[src/rtl/ysyx_23060208_pkg.sv]
// Shared constants for the ysyx_23060208 SoC: AXI response/burst codes, CLINT window, FSM encoding.
// The CLINT's optional read-delay stall (CLINT_RDELAY_EN) uses the LFSR seed held here.
package ysyx_23060208_pkg;

  localparam logic [1:0] RespOkay   = 2'b00;
  localparam logic [1:0] RespSlvErr = 2'b10;
  localparam logic [1:0] RespDecErr = 2'b11;

  localparam logic [1:0] BurstFixed = 2'b00;
  localparam logic [1:0] BurstIncr  = 2'b01;
  localparam logic [1:0] BurstWrap  = 2'b10;

  // Also used by the interconnect address decode.
  localparam logic [31:0] ClintBase = 32'h0200_0000;
  localparam logic [31:0] ClintMask = 32'hFFFF_0000;

  localparam logic [1:0] StIdle = 2'd0;
  localparam logic [1:0] StResp = 2'd1;
  localparam logic [1:0] StWait = 2'd2;

  localparam logic [15:0] ClintLfsrSeed = 16'hACE1;

  // Decode miss beats every other error; only beats of up to 8 bytes, FIXED/INCR, are served.
  function automatic logic [1:0] clint_resp(input logic hit, input logic [2:0] size,
                                            input logic [1:0] burst);
    if (!hit) begin
      return RespDecErr;
    end else if ((size > 3'd3) || (burst == BurstWrap)) begin
      return RespSlvErr;
    end else begin
      return RespOkay;
    end
  endfunction

endpackage

[src/rtl/ysyx_23060208_clint_if.sv]
// AXI4 read-only (AR + R) channel bundle between the interconnect and the CLINT.
interface ysyx_23060208_clint_if #(
  parameter int unsigned ADDR_WIDTH = 32,
  parameter int unsigned DATA_WIDTH = 32
);
  logic                    arready;
  logic                    arvalid;
  logic [ADDR_WIDTH-1:0]   araddr;
  logic [3:0]              arid;
  logic [7:0]              arlen;
  logic [2:0]              arsize;
  logic [1:0]              arburst;
  logic                    rready;
  logic                    rvalid;
  logic [1:0]              rresp;
  logic [2*DATA_WIDTH-1:0] rdata;
  logic                    rlast;
  logic [3:0]              rid;

  modport master (
    input  arready, rvalid, rresp, rdata, rlast, rid,
    output arvalid, araddr, arid, arlen, arsize, arburst, rready
  );

  modport slave (
    output arready, rvalid, rresp, rdata, rlast, rid,
    input  arvalid, araddr, arid, arlen, arsize, arburst, rready
  );
endinterface

[src/rtl/ysyx_23060208_clint_mtime.sv]
// Free-running 64-bit mtime counter advanced once every TICK_DIV clock cycles.
module ysyx_23060208_clint_mtime #(
  parameter int unsigned TICK_DIV = 1
) (
  input  logic        clock,
  input  logic        reset,
  output logic [63:0] o_mtime
);
  localparam int unsigned PsW = (TICK_DIV > 1) ? $clog2(TICK_DIV) : 1;
  localparam logic [PsW-1:0] PsMax = PsW'(TICK_DIV - 1);

  logic [PsW-1:0] r_ps;
  logic [63:0]    r_mtime;
  logic           w_tick;

  assign w_tick = (r_ps == PsMax);

  always_ff @(posedge clock) begin
    if (!reset) begin
      r_ps    <= '0;
      r_mtime <= '0;
    end else begin
      r_ps <= w_tick ? '0 : r_ps + PsW'(1);
      if (w_tick) begin
        r_mtime <= r_mtime + 64'd1;
      end
    end
  end

  assign o_mtime = r_mtime;

endmodule

[src/rtl/ysyx_23060208_clint.sv]
// CLINT: AXI4 read-only slave returning an mtime snapshot on every beat of a burst.
// Define CLINT_RDELAY_EN to insert 0-7 LFSR-driven stall cycles before each beat.
module ysyx_23060208_clint
  import ysyx_23060208_pkg::*;
#(
  parameter int unsigned ADDR_WIDTH = 32,
  parameter int unsigned DATA_WIDTH = 32,
  parameter int unsigned TICK_DIV   = 1,
  parameter logic [31:0] BASE_ADDR  = ClintBase,
  parameter logic [31:0] ADDR_MASK  = ClintMask
) (
  input  logic                         clock,
  input  logic                         reset,
  ysyx_23060208_clint_if.slave         bus,
  output logic [63:0]                  mtime_o
);
  logic [1:0]              r_state;
  logic                    r_arready;
  logic                    r_rvalid;
  logic                    r_rlast;
  logic [1:0]              r_rresp;
  logic [3:0]              r_rid;
  logic [7:0]              r_len;
  logic [7:0]              r_beat;
  logic [2*DATA_WIDTH-1:0] r_rdata;
  logic [63:0]             w_mtime;
  logic                    w_hit;
  logic [1:0]              w_resp;
  logic                    w_ar_hs;
  logic                    w_r_hs;

  ysyx_23060208_clint_mtime #(
    .TICK_DIV (TICK_DIV)
  ) u_mtime (
    .clock   (clock),
    .reset   (reset),
    .o_mtime (w_mtime)
  );

  assign w_hit   = (bus.araddr & ADDR_WIDTH'(ADDR_MASK)) == ADDR_WIDTH'(BASE_ADDR);
  assign w_resp  = clint_resp(w_hit, bus.arsize, bus.arburst);
  assign w_ar_hs = bus.arvalid && r_arready;
  assign w_r_hs  = r_rvalid && bus.rready;

`ifdef CLINT_RDELAY_EN
  logic [15:0] r_lfsr;
  logic [2:0]  r_wait;

  always_ff @(posedge clock) begin
    if (!reset) begin
      r_lfsr <= ClintLfsrSeed;
    end else begin
      r_lfsr <= {r_lfsr[14:0], r_lfsr[15] ^ r_lfsr[13] ^ r_lfsr[12] ^ r_lfsr[10]};
    end
  end
`endif

  always_ff @(posedge clock) begin
    if (!reset) begin
      r_state   <= StIdle;
      r_arready <= 1'b0;
      r_rvalid  <= 1'b0;
      r_rlast   <= 1'b0;
      r_rresp   <= '0;
      r_rid     <= '0;
      r_len     <= '0;
      r_beat    <= '0;
      r_rdata   <= '0;
`ifdef CLINT_RDELAY_EN
      r_wait    <= '0;
`endif
    end else begin
      case (r_state)
        StIdle: begin
          r_arready <= 1'b1;
          if (w_ar_hs) begin
            r_arready <= 1'b0;
            r_rid     <= bus.arid;
            r_len     <= bus.arlen;
            r_beat    <= '0;
            r_rlast   <= (bus.arlen == 8'd0);
            r_rresp   <= w_resp;
            // Snapshot is the pre-increment value; errors return zero data.
            r_rdata   <= (w_resp == RespOkay) ? (2*DATA_WIDTH)'(w_mtime) : '0;
`ifdef CLINT_RDELAY_EN
            if (r_lfsr[2:0] == 3'd0) begin
              r_state  <= StResp;
              r_rvalid <= 1'b1;
            end else begin
              r_state <= StWait;
              r_wait  <= r_lfsr[2:0] - 3'd1;
            end
`else
            r_state  <= StResp;
            r_rvalid <= 1'b1;
`endif
          end
        end
        StResp: begin
          if (w_r_hs) begin
            if (r_rlast) begin
              r_state   <= StIdle;
              r_rvalid  <= 1'b0;
              r_arready <= 1'b1;
            end else begin
              r_beat  <= r_beat + 8'd1;
              r_rlast <= (r_beat + 8'd1 == r_len);
`ifdef CLINT_RDELAY_EN
              if (r_lfsr[2:0] != 3'd0) begin
                r_state  <= StWait;
                r_rvalid <= 1'b0;
                r_wait   <= r_lfsr[2:0] - 3'd1;
              end
`endif
            end
          end
        end
`ifdef CLINT_RDELAY_EN
        StWait: begin
          if (r_wait == 3'd0) begin
            r_state  <= StResp;
            r_rvalid <= 1'b1;
          end else begin
            r_wait <= r_wait - 3'd1;
          end
        end
`endif
        default: r_state <= StIdle;
      endcase
    end
  end

  assign bus.arready = r_arready;
  assign bus.rvalid  = r_rvalid;
  assign bus.rlast   = r_rlast;
  assign bus.rresp   = r_rresp;
  assign bus.rid     = r_rid;
  assign bus.rdata   = r_rdata;
  assign mtime_o     = w_mtime;

endmodule
[src/flat_wrapper.sv]
// flat-port wrapper written by rule: the top's interface ports become plain ports
module ysyx_23060208_clint_flat import ysyx_23060208_pkg::*;
#(
  parameter int unsigned ADDR_WIDTH = 32,
  parameter int unsigned DATA_WIDTH = 32,
  parameter int unsigned TICK_DIV   = 1,
  parameter logic [31:0] BASE_ADDR  = ClintBase,
  parameter logic [31:0] ADDR_MASK  = ClintMask
)
  (clock, reset, mtime_o, bus_arready, bus_rvalid, bus_rresp, bus_rdata, bus_rlast, bus_rid, bus_arvalid, bus_araddr, bus_arid, bus_arlen, bus_arsize, bus_arburst, bus_rready);
  ysyx_23060208_clint_if #(.ADDR_WIDTH(ADDR_WIDTH), .DATA_WIDTH(DATA_WIDTH)) bus_i ();
  input  logic clock;
  input  logic reset;
  output logic [63:0] mtime_o;
  output wire logic [$bits(bus_i.arready)-1:0] bus_arready;
  output wire logic [$bits(bus_i.rvalid)-1:0] bus_rvalid;
  output wire logic [$bits(bus_i.rresp)-1:0] bus_rresp;
  output wire logic [$bits(bus_i.rdata)-1:0] bus_rdata;
  output wire logic [$bits(bus_i.rlast)-1:0] bus_rlast;
  output wire logic [$bits(bus_i.rid)-1:0] bus_rid;
  input wire logic [$bits(bus_i.arvalid)-1:0] bus_arvalid;
  input wire logic [$bits(bus_i.araddr)-1:0] bus_araddr;
  input wire logic [$bits(bus_i.arid)-1:0] bus_arid;
  input wire logic [$bits(bus_i.arlen)-1:0] bus_arlen;
  input wire logic [$bits(bus_i.arsize)-1:0] bus_arsize;
  input wire logic [$bits(bus_i.arburst)-1:0] bus_arburst;
  input wire logic [$bits(bus_i.rready)-1:0] bus_rready;
  assign bus_arready = bus_i.arready;
  assign bus_rvalid = bus_i.rvalid;
  assign bus_rresp = bus_i.rresp;
  assign bus_rdata = bus_i.rdata;
  assign bus_rlast = bus_i.rlast;
  assign bus_rid = bus_i.rid;
  assign bus_i.arvalid = bus_arvalid;
  assign bus_i.araddr = bus_araddr;
  assign bus_i.arid = bus_arid;
  assign bus_i.arlen = bus_arlen;
  assign bus_i.arsize = bus_arsize;
  assign bus_i.arburst = bus_arburst;
  assign bus_i.rready = bus_rready;
  ysyx_23060208_clint #(.ADDR_WIDTH(ADDR_WIDTH), .DATA_WIDTH(DATA_WIDTH), .TICK_DIV(TICK_DIV), .BASE_ADDR(BASE_ADDR), .ADDR_MASK(ADDR_MASK)) u_core (.clock(clock), .reset(reset), .bus(bus_i), .mtime_o(mtime_o));
endmodule
[config.mk]
export PLATFORM = sky130hd
export DESIGN_NAME = ysyx_23060208_clint_flat
export DESIGN_NICKNAME = d
export VERILOG_FILES = /design/src/rtl/ysyx_23060208_pkg.sv /design/src/rtl/ysyx_23060208_clint_if.sv /design/src/rtl/ysyx_23060208_clint_mtime.sv /design/src/rtl/ysyx_23060208_clint.sv /design/src/flat_wrapper.sv
export SDC_FILE = /design/constraint.sdc
export NUM_CORES = 1
export LEC_CHECK = 0
export ABC_CLOCK_PERIOD_IN_PS = 2600
export BUFFER_PORTS_ARGS = -buffer_cell sky130_fd_sc_hd__buf_2
export CAP_MARGIN = 20
export CORE_UTILIZATION = 45
export DETAILED_ROUTE_END_ITERATION = 10
export GPL_ROUTABILITY_DRIVEN = 0
export HOLD_SLACK_MARGIN = 0.15
export PLACE_DENSITY = 0.72
export SETUP_SLACK_MARGIN = 0.05
export SLEW_MARGIN = 15
export SYNTH_ARGS = -nofsm -noshare
export SYNTH_HDL_FRONTEND = slang
export SYNTH_SLANG_ARGS = --single-unit
[constraint.sdc]
create_clock -name clock -period 2.6 [get_ports clock]
set_input_delay 0.13 -clock clock [delete_from_list [all_inputs] [get_ports clock]]
set_output_delay 0.13 -clock clock [all_outputs]
set_load 0.05 [all_outputs]
==> impl_metrics.py, run 1 <==
metrics = {
    "timing": {
        "fmax_mhz": 427,
        "finalWorstSetupSlack_ns": 0.256,
        "hold_viol": 0,
        "maxSlewHeadroom_pct": 45.6,
        "holdWs_ns": 0.186,
        "skew_ns": 0.00608,
        "slew_violations": 0,
        "tightest_slew_ns": 0.816,
        "fin_setup_tns_ns": 0,
        "setup_viol": 0,
        "grt_setup_unrepaired": "no",
        "finalCriticalPeriod_ns": 2.34,
        "fin_crit_sh_pct": 90.1,
    },
    "outcome": {
        "status": "completed",
    },
    "synth": {
        "yosys_warnings": 0,
        "postSynthCellCount": 657,
        "async_reset_ff_share_pct": 0,
        "synthesis.nets": 712,
        "dominantRegCellSynth": "dfxtp_1",
        "synth_seq_cells": 154,
        "netlist-cell-type-count": 46,
        "synth.yosys.seq_area_share_pct": 50.6,
        "synthesis.area_um2": 6090,
        "syn_area_per_cell_um2": 9.26,
        "synth_edf_count": 0,
    },
    "placement": {
        "pre_cts_ws_ns": 0.188,
        "postPlaceCellArea_um2": 7160,
        "dpl.hpwl_um": 10600,
        "io_buffers": 171,
    },
    "cells_and_area": {
        "area_growth_pct": 30.0,
        "final_nets": 896,
        "antenna_cells": 0,
        "multi_input_area_um2": 2850,
        "drive_above_1_share_pct": 26.5,
        "regArea_um2": 3080,
        "final_cell_area_um2": 7910,
        "n_fill_cell": 1167,
    },
    "global_route": {
        "grt_antenna_before_repair": 0,
        "grt_use_total_pct": 22.6,
        "grt_overflow": 0,
        "grt_first_pass_wirelength_um": 25400,
        "grt_pass1_vias": 5265,
        "grt_max_degree": 77,
    },
    "cts": {
        "clk_latency_ns": 0.42,
        "worst_setup_hold_path_clk_slew_ns": 0.06,
        "cts_tree": "built",
        "cts_sinks": 154,
        "cts_root_buf": "clkbuf_16",
        "htreeDepth": 4,
        "cts_buffers": 17,
        "clock_path_buffers": 2,
    },
    "power_and_ir_drop": {
        "p_per_area_nw_per_um2": 629,
        "leakage_nw": 3.37,
        "power_mw": 4.98,
        "ir_worst_vdd_mv": 0.342,
    },
    "routing": {
        "ant_nets": 0,
        "drt_first_iter_violations": 293,
        "vias": 5660,
        "dr.pass1.iters": 4,
        "vias_per_cell": 5.50,
        "postRouteWirelength_um": 15600,
        "drc": 0,
        "wire_per_inst_um": 15.1,
    },
    "worst_hold_path": {
        "hold_class": "input port to flip-flop",
    },
    "critical_path": {
        "cp-start-kind": "flip-flop",
        "critPathKind": "flip-flop to flip-flop",
        "arrival_ns": 2.68,
        "path_max_fanout": 8,
        "worstPathRequired_ns": 2.94,
        "crit_path_end_kind": "flip-flop",
    },
    "floorplan": {
        "design.core.area_um2": 13200,
        "initial_core_util_pct": 46.0,
        "die_area_um2": 14000,
        "die_h_um": 118,
        "io_pins": 190,
        "rows": 42,
        "die_width_um": 118,
    },
    "job": {
        "drv_cap": 0,
    },
}
-- stage by stage --
step                      cells  util, %
after detailed placement    981     54.1
final                      1029     59.8
after floorplan             657        -
after global placement      981     54.1
after global routing       1029     59.8
after CTS                  1029     59.7
-- path summary, 6_finish.rpt --
path | endpoint | slack (ns) | start | depth (start not counted)
setup / recovery | u_core.u_mtime.o_mtime[39] | 0.26 | u_core.u_mtime.o_mtime[7] | 6
hold / removal | u_core.bus.rresp[0] | 0.19 | bus_araddr[27] | 5
setup reg to reg | u_core.u_mtime.o_mtime[39] | 0.26 | u_core.u_mtime.o_mtime[7] | 6
hold reg to reg | u_core.bus.rid[3] | 0.46 | u_core.bus.rid[3] | 2
-- power breakdown --
| part | internal [mW] | total, mW | switching (mW) |
|---|---|---|---|
| sequential | 2.38 | 2.40 | 0.0186 |
| clock | 1.44 | 2.35 | 0.912 |
| combinational | 0.0774 | 0.227 | 0.150 |
| total | 3.90 | 4.98 | 1.08 |
-- flip-flops by register name, indices dropped and copies added (netlist names) --
register	flops
u_core.bus.arready	1
u_core.u_mtime.o_mtime	64
u_core.bus.rlast	1
u_core.bus.rvalid	1
u_core.r_len	8
u_core.r_beat	8
u_core.bus.rresp	2
u_core.u_mtime.r_ps	1
u_core.bus.rid	4
u_core.bus.rdata	64
-- what timing repair did --
action                                  in CTS  in global routing
hold buffers                                17                  0
resized for setup                            0                  3
setup buffers                                0                  0
endpoints found under the setup margin       0                  6
hold endpoints to repair                    18                  0
-- critical path, stage by stage (launching register included) --
cell and delay (ns):
dfxtp_1 0.45, nand4_1 0.31, nor4_4 0.52, nand3_2 0.25, buf_4 0.24, or3_1 0.34, a21oi_1 0.15
-- metal layers --
| layer | up-vias | global-route usage, % | wire length [um] |
|---|---|---|---|
| met5 | - | 0 | 0 |
| li1 | 2766 | - | - |
| met3 | 12 | 5.41 | 749 |
| met1 | 2715 | 26.7 | 6790 |
| met4 | 0 | 7.93 | 182 |
| met2 | 167 | 39.6 | 7860 |
-- cell families (layout without fill, tap and decap cells) --
kind of cell | Yosys count | count (layout) | share of synthesized area, %
adders and majority gates | 2 | 2 | 0.411
and+or+nand+nor | 246 | 246 | 21.2
other | 1 | 1 | 0.0616
buffers and inverters | 47 | 243 | 2.94
AOI/OAI and AO/OA | 163 | 163 | 18.4
xor gates and xnor gates | 43 | 43 | 6.19
DFF | 154 | 154 | 50.6
muxes | 1 | 1 | 0.164
-- cells in the mapped netlist (2+ instances only) --
cell | count | area [um2]
nand2_1 | 58 | 218
xnor2_1 | 13 | 114
and3_1 | 8 | 50.1
or4_1 | 14 | 105
and2_1 | 3 | 18.8
nand4_1 | 21 | 131
clkbuf_1 | 28 | 105
nand3b_1 | 3 | 22.5
buf_2 | 2 | 10.0
nor3b_1 | 2 | 15.0
ha_1 | 2 | 25.0
a22o_1 | 64 | 561
or3_1 | 19 | 119
nor2_1 | 54 | 203
xor2_1 | 30 | 263
a31oi_1 | 2 | 12.5
buf_1 | 6 | 22.5
a21oi_1 | 55 | 275
and4_1 | 3 | 26.3
inv_1 | 11 | 41.3
o21ai_0 | 21 | 105
nor4_1 | 10 | 62.6
and3b_1 | 3 | 26.3
o31ai_1 | 14 | 105
nor3_1 | 8 | 40.0
nand3_1 | 29 | 145
dfxtp_1 | 154 | 3080
or2_2 | 2 | 12.5
-- cell type report --
cell class,instances,share of cell area [%]
clock buffer,25,6.39
inverter,11,0.522
timing repair buffer,201,14.5
tap,176,2.78
sequential,154,39.0
clock inverter,6,0.791
multi-input combinational,456,36.0
-- cells in the final DEF, fill, tap and decap left out, drive strengths merged, types with 11 or more instances in the layout --
cell type and n:
nand4 22, a21oi 55, xnor2 13, buf 184, nor2 54, nand2 59, o21ai 21, or3 19
nand3 30, or4 14, inv 11, xor2 30, o31ai 14, dlygate4sd3 17, nor4 12, clkbuf 25
a22o 64, dfxtp 154
(Power assumes the default switching activity.)
==> run 2, diff against run 1 <==
CELL_PAD_IN_SITES_DETAIL_PLACEMENT = 1   (was not set)
CELL_PAD_IN_SITES_GLOBAL_PLACEMENT = 1   (was not set)
CORE_UTILIZATION = 38   (was 45)
PLACE_DENSITY = not set   (was 0.72)
PLACE_DENSITY_LB_ADDON = 0.1   (was not set)
==> run 2 against run 1 <==
Net effect: combinational power up 4%; sequential share of layout area down 0.27 points; core utilization down 8.1 points; critical endpoint unchanged; sequential cell count unchanged; largest cell class unchanged; clock power up 5%; count of clock-buffer cells in the layout down 4; via count up 1.5%.
==> impl_metrics.py, run 2 (synthesized netlist as in run 1, its figures left out) <==
metrics = {
    "outcome": {
        "status": "completed",
    },
    "routing": {
        "vias_per_cell": 5.39,
        "dr.pass1.iters": 4,
        "drc": 0,
        "vias": 5746,
        "drt_first_iter_violations": 283,
        "wire_per_inst_um": 16.9,
        "postRouteWirelength_um": 18000,
        "ant_nets": 0,
    },
    "placement": {
        "postPlaceCellArea_um2": 7220,
        "io_buffers": 171,
        "dpl.hpwl_um": 12500,
        "place_inst": 1019,
    },
    "timing": {
        "slew_violations": 0,
        "maxSlewHeadroom_pct": 39.6,
        "setup_viol": 0,
        "fin_crit_sh_pct": 90.8,
        "grt_setup_unrepaired": "yes",
        "fin_setup_tns_ns": 0,
        "tightest_slew_ns": 0.907,
        "finalCriticalPeriod_ns": 2.36,
        "skew_ns": 0.00442,
        "hold_viol": 0,
        "fmax_mhz": 424,
    },
    "critical_path": {
        "worstPathRequired_ns": 2.95,
        "arrival_ns": 2.71,
        "cp-start-kind": "flip-flop",
        "path_max_fanout": 8,
        "crit_path_end_kind": "flip-flop",
        "critPathKind": "flip-flop to flip-flop",
    },
    "cts": {
        "cts_root_buf": "clkbuf_16",
        "ctsResizeCount": 0,
        "htreeDepth": 4,
        "worst_setup_hold_path_clk_slew_ns": 0.06,
        "cts_buffers": 17,
        "cts_tree": "built",
        "clk_latency_ns": 0.43,
        "clock_path_buffers": 2,
        "postCtsSetupBuffers": 0,
        "cts_sinks": 154,
    },
    "job": {
        "drv_cap": 0,
    },
    "cells_and_area": {
        "final_cell_area_um2": 7970,
        "drive_above_1_share_pct": 26.9,
        "final_nets": 898,
        "final_util_pct": 51.6,
        "area_growth_pct": 30.9,
        "final_common_cell": "buf_2",
        "fin_cells": 1067,
        "antenna_cells": 0,
        "final_cell_mix": "buf_2, dfxtp_1, a22o_1",
    },
    "floorplan": {
        "die_h_um": 129,
        "die_area_um2": 16500,
        "design.core.area_um2": 15400,
        "io_pins": 190,
        "die_width_um": 129,
        "rows": 45,
        "initial_core_util_pct": 39.5,
    },
    "power_and_ir_drop": {
        "p_per_area_nw_per_um2": 639,
        "leakage_nw": 3.37,
        "ir_worst_vdd_mv": 0.458,
        "power_mw": 5.09,
    },
    "global_route": {
        "grt_use_total_pct": 22.7,
        "grt_max_degree": 86,
        "grt_antenna_before_repair": 0,
        "grt_overflow": 0,
        "grt_first_pass_wirelength_um": 29600,
        "grt_pass1_vias": 5785,
    },
    "worst_hold_path": {
        "hold_class": "input port to flip-flop",
    },
}
-- run 2: worst paths after layout --
kind	start	end	slack, ns	depth (start not counted)
worst min register to register	u_core.bus.rid[3]	u_core.bus.rid[3]	0.47	2
worst max register to register	u_core.u_mtime.o_mtime[7]	u_core.u_mtime.o_mtime[39]	0.24	6
worst min-delay path	bus_araddr[19]	u_core.bus.rresp[1]	0.21	5
worst max-delay path	u_core.u_mtime.o_mtime[7]	u_core.u_mtime.o_mtime[39]	0.24	6
-- run 2: cell type report --
cell class / count / area (um2)
repair buffers: 203 / 1150
well taps: 211 / 264
flip-flops and latches: 154 / 3080
clock inverters: 11 / 119
inverters: 11 / 41.3
multi-input cells: 456 / 2840
fillers: 1864 / 7460
clock buffers: 21 / 470
-- run 2: repair_timing --
action                                  in CTS  in global routing
endpoints found under the setup margin       0                  3
hold endpoints to repair                    18                  0
hold buffers                                16                  0
-- run 2: routing by layer --
layer / share of wire, % / GRT usage (%) / vias to the layer above
met5: 0 / 0 / -
li1: - / - / 2773
met1: 46 / 28.9 / 2799
met3: 4.7 / 5.65 / 26
met2: 48 / 37.3 / 148
met4: 1.6 / 7.96 / 0
-- run 2: through the flow --
stage                     hold WS, ns  setup slack (ns)
after CTS                       0.195             0.231
after floorplan                 0.233             0.231
after global routing            0.244            0.0361
after global placement          0.371             0.341
final                           0.214             0.240
after detailed placement        0.379             0.249
-- run 2: critical path, cell delays in order, from the launching register on --
cell and delay, ns:
dfxtp_1 0.46, nand4_1 0.28, nor4_4 0.53, nand3_2 0.28
buf_4 0.25, or3_1 0.36, a21oi_1 0.14
-- run 2: power breakdown --
part / internal, mW / switching [mW]
combinational: 0.0768 / 0.158
clock: 1.48 / 0.972
sequential: 2.38 / 0.0199
total: 3.94 / 1.15
